**config.mk**
```make
export PLATFORM = sky130hd
export DESIGN_NAME = mul_share_arb
export DESIGN_NICKNAME = d
export VERILOG_FILES = /design/src/rtl/mul_share_arb.sv
export SDC_FILE = /design/constraint.sdc
export NUM_CORES = 1
export LEC_CHECK = 0
export CAP_MARGIN = 20
export CELL_PAD_IN_SITES_DETAIL_PLACEMENT = 1
export CELL_PAD_IN_SITES_GLOBAL_PLACEMENT = 1
export CORE_MARGIN = 3
export CORE_UTILIZATION = 30
export DETAILED_ROUTE_END_ITERATION = 16
export PLACE_DENSITY_LB_ADDON = 0.1
export SYNTH_ARGS = -nofsm -noshare
export SYNTH_HDL_FRONTEND = slang
export SYNTH_SLANG_ARGS = --single-unit
```
**constraint.sdc**
```tcl
create_clock -name clk -period 5.86 [get_ports clk]
set_input_delay 1.465 -clock clk [delete_from_list [all_inputs] [get_ports clk]]
set_output_delay 1.465 -clock clk [all_outputs]
set_load 0.01 [all_outputs]
```
**src/rtl/mul_share_arb.sv**
```systemverilog
// Arbiter sharing one external 16x16 (mod 2^16) multiplier core among NREQ requesters.
// Define MUL_SHARE_FIXED_PRIO_EN for fixed lowest-index priority; default is round-robin.
module mul_share_arb #(
  parameter int NREQ = 4,
  parameter int ID_W = 2,
  parameter int LAT  = 2
) (
  input  logic               clk,
  input  logic               rst_n,
  input  logic [NREQ-1:0]    req_valid,
  output logic [NREQ-1:0]    req_ready,
  input  logic [16*NREQ-1:0] req_a,
  input  logic [16*NREQ-1:0] req_b,
  output logic               rsp_valid,
  input  logic               rsp_ready,
  output logic [15:0]        rsp_data,
  output logic [ID_W-1:0]    rsp_id,
  output logic               busy,
  output logic [15:0]        mul_i1,
  output logic [15:0]        mul_i2,
  input  logic [15:0]        mul_o
);

  typedef enum logic [1:0] {IDLE, CALC, RESP} state_t;

  localparam logic [3:0] LAST = 4'(LAT - 1);

  state_t          state_q, state_d;
  logic [3:0]      cnt_q, cnt_d;
  logic [ID_W-1:0] id_q, id_d;
  logic [ID_W-1:0] rsp_id_q, rsp_id_d;
  logic [15:0]     rsp_data_q, rsp_data_d;
  logic [15:0]     mul_i1_q, mul_i1_d;
  logic [15:0]     mul_i2_q, mul_i2_d;
  logic            rsp_valid_q, rsp_valid_d;

  logic            grant_vld;
  logic [ID_W-1:0] grant_id;
  logic [15:0]     a_arr [NREQ];
  logic [15:0]     b_arr [NREQ];

  for (genvar g = 0; g < NREQ; g++) begin : g_unpack
    assign a_arr[g] = req_a[16*g +: 16];
    assign b_arr[g] = req_b[16*g +: 16];
  end

`ifdef MUL_SHARE_FIXED_PRIO_EN
  // Descending scan: the last hit, i.e. the lowest valid index, wins.
  always_comb begin
    grant_vld = 1'b0;
    grant_id  = '0;
    for (int i = NREQ - 1; i >= 0; i--) begin
      if (req_valid[ID_W'(i)]) begin
        grant_vld = 1'b1;
        grant_id  = ID_W'(i);
      end
    end
  end
`else
  logic [ID_W-1:0] rr_ptr_q, rr_ptr_d;

  // Descending offset scan from rr_ptr: the smallest offset that is valid wins.
  always_comb begin
    logic [ID_W-1:0] idx;
    grant_vld = 1'b0;
    grant_id  = '0;
    idx       = '0;
    for (int i = NREQ - 1; i >= 0; i--) begin
      idx = ID_W'((int'(rr_ptr_q) + i) % NREQ);
      if (req_valid[idx]) begin
        grant_vld = 1'b1;
        grant_id  = idx;
      end
    end
  end

  always_comb begin
    rr_ptr_d = rr_ptr_q;
    if (state_q == IDLE && grant_vld) begin
      rr_ptr_d = ID_W'((int'(grant_id) + 1) % NREQ);
    end
  end

  always_ff @(posedge clk or negedge rst_n) begin
    if (!rst_n) rr_ptr_q <= '0;
    else        rr_ptr_q <= rr_ptr_d;
  end
`endif

  // rst_n gates the grant so no requester sees ready while reset is asserted.
  always_comb begin
    req_ready = '0;
    if (rst_n && state_q == IDLE && grant_vld) begin
      req_ready[grant_id] = 1'b1;
    end
  end

  // NOTE: every _d is first defaulted to its _q so no path through the case leaves a latch.
  always_comb begin
    state_d     = state_q;
    cnt_d       = cnt_q;
    id_d        = id_q;
    rsp_id_d    = rsp_id_q;
    rsp_data_d  = rsp_data_q;
    mul_i1_d    = mul_i1_q;
    mul_i2_d    = mul_i2_q;
    rsp_valid_d = rsp_valid_q;
    case (state_q)
      IDLE: begin
        if (grant_vld) begin
          mul_i1_d = a_arr[grant_id];
          mul_i2_d = b_arr[grant_id];
          id_d     = grant_id;
          cnt_d    = '0;
          state_d  = CALC;
        end
      end
      CALC: begin
        cnt_d = cnt_q + 4'd1;
        if (cnt_q == LAST) begin
          rsp_data_d  = mul_o;
          rsp_id_d    = id_q;
          rsp_valid_d = 1'b1;
          state_d     = RESP;
        end
      end
      RESP: begin
        if (rsp_ready) begin
          rsp_valid_d = 1'b0;
          state_d     = IDLE;
        end
      end
      default: state_d = IDLE;
    endcase
  end

  // NOTE: sequential state uses non-blocking assignments so all flops update from pre-edge values.
  always_ff @(posedge clk or negedge rst_n) begin
    if (!rst_n) begin
      state_q     <= IDLE;
      cnt_q       <= '0;
      id_q        <= '0;
      rsp_id_q    <= '0;
      rsp_data_q  <= '0;
      mul_i1_q    <= '0;
      mul_i2_q    <= '0;
      rsp_valid_q <= 1'b0;
    end else begin
      state_q     <= state_d;
      cnt_q       <= cnt_d;
      id_q        <= id_d;
      rsp_id_q    <= rsp_id_d;
      rsp_data_q  <= rsp_data_d;
      mul_i1_q    <= mul_i1_d;
      mul_i2_q    <= mul_i2_d;
      rsp_valid_q <= rsp_valid_d;
    end
  end

  assign rsp_valid = rsp_valid_q;
  assign rsp_data  = rsp_data_q;
  assign rsp_id    = rsp_id_q;
  assign mul_i1    = mul_i1_q;
  assign mul_i2    = mul_i2_q;
  assign busy      = (state_q != IDLE);

endmodule

```
# == After elaboration in Yosys (flattened, before gate mapping) ==
# Cells that the tools add are included.
# W data, S select, Z words.
# word_totals
regBits,61
inputBits,151
out_inout_bits,56
# classes
n_addsub,5
order_cmp,7
n_eq_ne,6
muxes,34
bitwise,1
reduce_logical,13
# ops
operator,n
$bmux W16 S2,2
$mux W16,4
$lt A2 B3 Y1 const B,5
$mux W2,7
$mux W1,11
$bmux W1 S2,4
$mux W4,2
$pmux W4 S2,1
$ne A2 B2 Y1 const B,3
$pmux W2 S3,1
$reduce_and A2 Y1,3
$reduce_and A3 Y1,2
$reduce_bool A2 Y1,3
$add A2 B1 Y2 const B,2
$add A2 B2 Y2 const B,2
$add A4 B1 Y4 const B,1
$eq A4 B1 Y1 const B,1
$logic_and A1 B1 Y1,4
$ge A3 B3 Y1 const B,1
$not A2 Y3,1
$demux W1 S2,1
$eq A2 B1 Y1 const B,1
$eq A2 B2 Y1 const B,1
$ge A2 B1 Y1 const B,1
2 further kinds,2

# == Longest topological paths before layout ==
# depth
depth_word,12
ltp_mapped,9

# == Worst setup path before layout ==
# Ideal clock, no wire load.
# synth_timing
kind,input port to output port
from,in req_valid[2]
to,out req_ready[0]
arrival_time_ns,2.425
path_slack_ns,1.970
path_stages,7
cell_sequence,nand2b_1 a21o_2 nand2_4 buf_12 buf_12 nand3_1 nor2b_1
# synth_between
elab_chain_cells,11
# synth_lines
element,line_no,source
from (decl),10,"input logic [NREQ-1:0] req_valid,"
$bmux W1 S2,70,if (req_valid[idx]) begin
$mux W1 (not written as such),70,
$mux W2 (4 in series),70,
$lt A2 B3 Y1 (not written as such) / $ge A2 B1 Y1 (equally long branches),94,req_ready[grant_id] = 1'b1;
$logic_and A1 B1 Y1 (not written as such),94,
$mux W1 (not written as such),94,
$demux W1 S2,94,
$mux W4 (*),93,if (rst_n && state_q == IDLE && grant_vld) begin
to (decl),11,"output logic [NREQ-1:0] req_ready,"
# Every way passes the cells marked *; elsewhere a longest branch is shown, timed or not. The select of a mux whose other input is x is not followed.

# == Worst setup path after layout ==
# layout_timing
from,in req_valid[3]
to,out req_ready[1]
# The elaborated chain is that of the path after synthesis.

==> summary.txt <==
Die
  – Io pins: 207
  – # rows: 39
  – Initial Util: 31.2%
  – Die height: 116 um
  – Core area: 11600 um^2
  – Die W: 116 um
  – DIE AREA: 13400 um^2

STA
  – Tmin final: 5.06 ns
  – RSZ-0062 raised after global routing: false
  – Final hold vios: 0
  – Max_slew headroom: 31.3%
  – Final setup fails: 0
  – Worst Max-Slew Pin Slew: 1.03 ns
  – Setup tns final: 0 ns
  – Period utilization: 86.4%
  – Max frequency: 198 MHz
  – Clock skew: 0.00402 ns
  – Slew Viols, Final: 0

Detailed routing
  – Vias per std cell: 5.09
  – Total Routed Length: 12700 um
  – ANT nets after route: 0
  – Via count: 3423
  – Residual DRC: 0
  – Drt initial violations: 104
  – First-pass iteration count of the detailed router: 4
  – Routed len/inst: 18.9 um

Cells and area
  – Fill count: 1286
  – Most common cell after layout, fill and taps aside: clkdlybuf4s50_1
  – Sequential Area: 1530 um^2
  – Most frequent cells in the layout: clkdlybuf4s50_1, dfrtp_1, nor2_1, mux2i_1, and3_1
  – Area Overhead vs Synth: 64.3%
  – Share of cells above drive strength 1: 12.7%
  – Final std cells w/o fill: 672
  – Nets: 677
  – Final non-filler cell area: 5960 um^2
  – Number of diodes: 0
  – Multi-input logic area: 1840 um^2

Synth
  – Compound-Gate Fraction of Synth Area: 20.5%
  – Synth async-reset ratio: 100%
  – Multiplexer share of the synthesized area: 15.0%
  – Number of flops mapped to enable cells by yosys: 0
  – Synthesized Nets: 484
  – Adder-Cell Fraction of Synth Area: 0.690%
  – Ys Warns: 0
  – Syn Std Cell Area: 3620 um^2
  – Post-synthesis xor/xnor area fraction: 0.483%
  – Cells after Synth: 331
  – Synth Area in Simple Gates: 13.7%
  – Yosys cell types: 39
  – Flops & latches, synth: 61
  – Syn avg cell area: 11.0 um^2
  – Post-synth top flop: dfrtp_1
  – Largest family of logic cells by synthesized area: compound AO/OA/AOI/OAI gates
  – Register area share after synthesis: 42.1%

Setup path
  – Kind of critical path: in2out
  – Crit-path cells: clkdlybuf4s50_1, a21o_2, and2_1, nand3_1, nor2b_1, clkdlybuf4s50_1
  – Required @ worst endpoint: 4.39 ns
  – CP endpoint kind: primary output
  – Crit path top cell by count: clkdlybuf4s50_1
  – Crit path max fanout: 34
  – WP data arrival: 3.60 ns
  – CP Launch Type: primary input
  – CP max stage cell: clkdlybuf4s50_1
  – Crit-path max cell delay: 0.55 ns

CTS
  – Htree depth: 3
  – Clock root buffer: clkbuf_16
  – Clock Path Buffers: 2
  – CTS Buf Count: 9
  – CTS Hold Bufs: 0
  – Setup bufs post-CTS: 0
  – Clock sinks: 61
  – Worst-Skew Late Latency: 0.32 ns
  – CTS tree: yes
  – Clk slew on worst S/H paths: 0.05 ns
  – Resize count post-CTS: 0

Global routing
  – GR Overflow Total: 0
  – First-pass GRT wire length: 19400 um
  – Largest net degree at the start of global routing: 67
  – Antenna violations before repair: 0
  – Vias in the first global route: 3663
  – Tot GR Track Use: 18.8%

Job
  – Max cap viols: 0

Power
  – Max IR drop VDD: 0.000223 V
  – Pwr/cell area: 459 nW/um^2
  – Pleak: 2.40 nW

Place
  – Buffers on Ports: 206
  – Dpl hpwl: 9380 um
  – DP Cell Count: 656
  – Placed cell areas: 5660 um^2
  – GP Congestion: 0.757

Min path
  – Worst hold-check path type: reg2reg

Outcome
  – Status: finished, final reports clean
## kinds of logic (layout without fill, tap and decap cells)
| group | after synthesis | count (layout) |
|---|---|---|
| xor gates and xnor gates | 2 | 2 |
| DFF | 61 | 61 |
| AOI/OAI and AO/OA | 81 | 81 |
| muxes | 52 | 52 |
| buffers and inverters | 34 | 232 |
| and+or+nand+nor | 99 | 99 |
| adders and majority gates | 2 | 2 |
## per-stage QoR
| stage | hold slack [ns] | util, % | power [mW] | setup slack [ns] |
|---|---|---|---|---|
| after floorplan | 0.446 | - | 1.63 | 1.97 |
| after global placement | 0.459 | 48.8 | 2.21 | 0.848 |
| after detailed placement | 0.477 | 48.8 | 2.25 | 0.790 |
| after CTS | 0.489 | 51.3 | 2.79 | 0.791 |
| after global routing | 0.508 | 51.3 | 2.94 | 0.629 |
| final | 0.476 | 51.3 | 2.74 | 0.797 |
## worst paths after layout
check,startpoint,to,slack (ns),cells past startpoint
setup reg to reg,rr_ptr_q[1]$_DFFE_PN0P_,mul_i1[14]$_DFFE_PN0P_,3.18,6
min in group asynchronous,rst_n,mul_i1[2]$_DFFE_PN0P_,1.19,1
hold / removal,id_q[0]$_DFFE_PN0P_,id_q[0]$_DFFE_PN0P_,0.48,2
hold reg to reg,id_q[0]$_DFFE_PN0P_,id_q[0]$_DFFE_PN0P_,0.48,2
max in group asynchronous,rst_n,rsp_data[7]$_DFFE_PN0P_,3.75,2
setup / recovery,req_valid[3],req_ready[1],0.80,6
## layer usage
| metal | vias to the layer above | wire length (um) | global-route usage (%) |
|---|---|---|---|
| li1 | 1641 | - | - |
| met1 | 1642 | 4980 | 20.3 |
| met2 | 125 | 6510 | 34.2 |
| met3 | 15 | 946 | 5.90 |
| met4 | 0 | 252 | 6.96 |
| met5 | - | 0 | 0 |
## cells in the mapped netlist, types with 2 or more instances
library cell	count	share of area, %
o21ai_0	6	0.83
inv_1	2	0.21
nand2_1	11	1.1
buf_6	8	2.5
a2111oi_2	12	5.0
ha_1	2	0.69
clkbuf_1	6	0.62
nand3_1	4	0.55
nor2b_1	3	0.52
a211oi_2	8	2.8
mux2i_1	34	9.4
nor2_1	40	4.1
buf_4	2	0.41
a21oi_1	6	0.83
and3_1	32	5.5
clkbuf_2	4	0.55
and2_1	2	0.35
mux2_2	18	5.6
buf_2	6	0.83
a211oi_1	24	5.0
dfrtp_1	61	42
a2111oi_0	20	4.8
buf_12	4	2.2
## power breakdown
group	internal [mW]	switching, mW
Clock	0.337	0.184
Combinational	0.743	0.711
Sequential	0.634	0.127
Total	1.71	1.02
## worst max-delay path: cells and delay by family
kind,cells,cell delay [ns]
buffers and inverters,2,1.10
AOI/OAI and AO/OA,1,0.53
and+or+nand+nor,3,0.50
## sequential cells by signal, summed over array words and instances (netlist names)
name	count
rsp_valid	1
cnt_q	4
rr_ptr_q	2
state_q	2
id_q	2
rsp_id	2
mul_i1	16
mul_i2	16
rsp_data	16
## area by class of cell
| cell class | instances | share of cell area [%] |
|---|---|---|
| multi-input cells | 236 | 30.9 |
| repair buffers | 213 | 35.4 |
| clock buffers | 11 | 4.07 |
| well taps | 143 | 3.00 |
| clock inverters | 5 | 0.840 |
| inverters | 3 | 0.189 |
| flip-flops and latches | 61 | 25.6 |
Note: power is estimated with default switching activity, not from simulation.
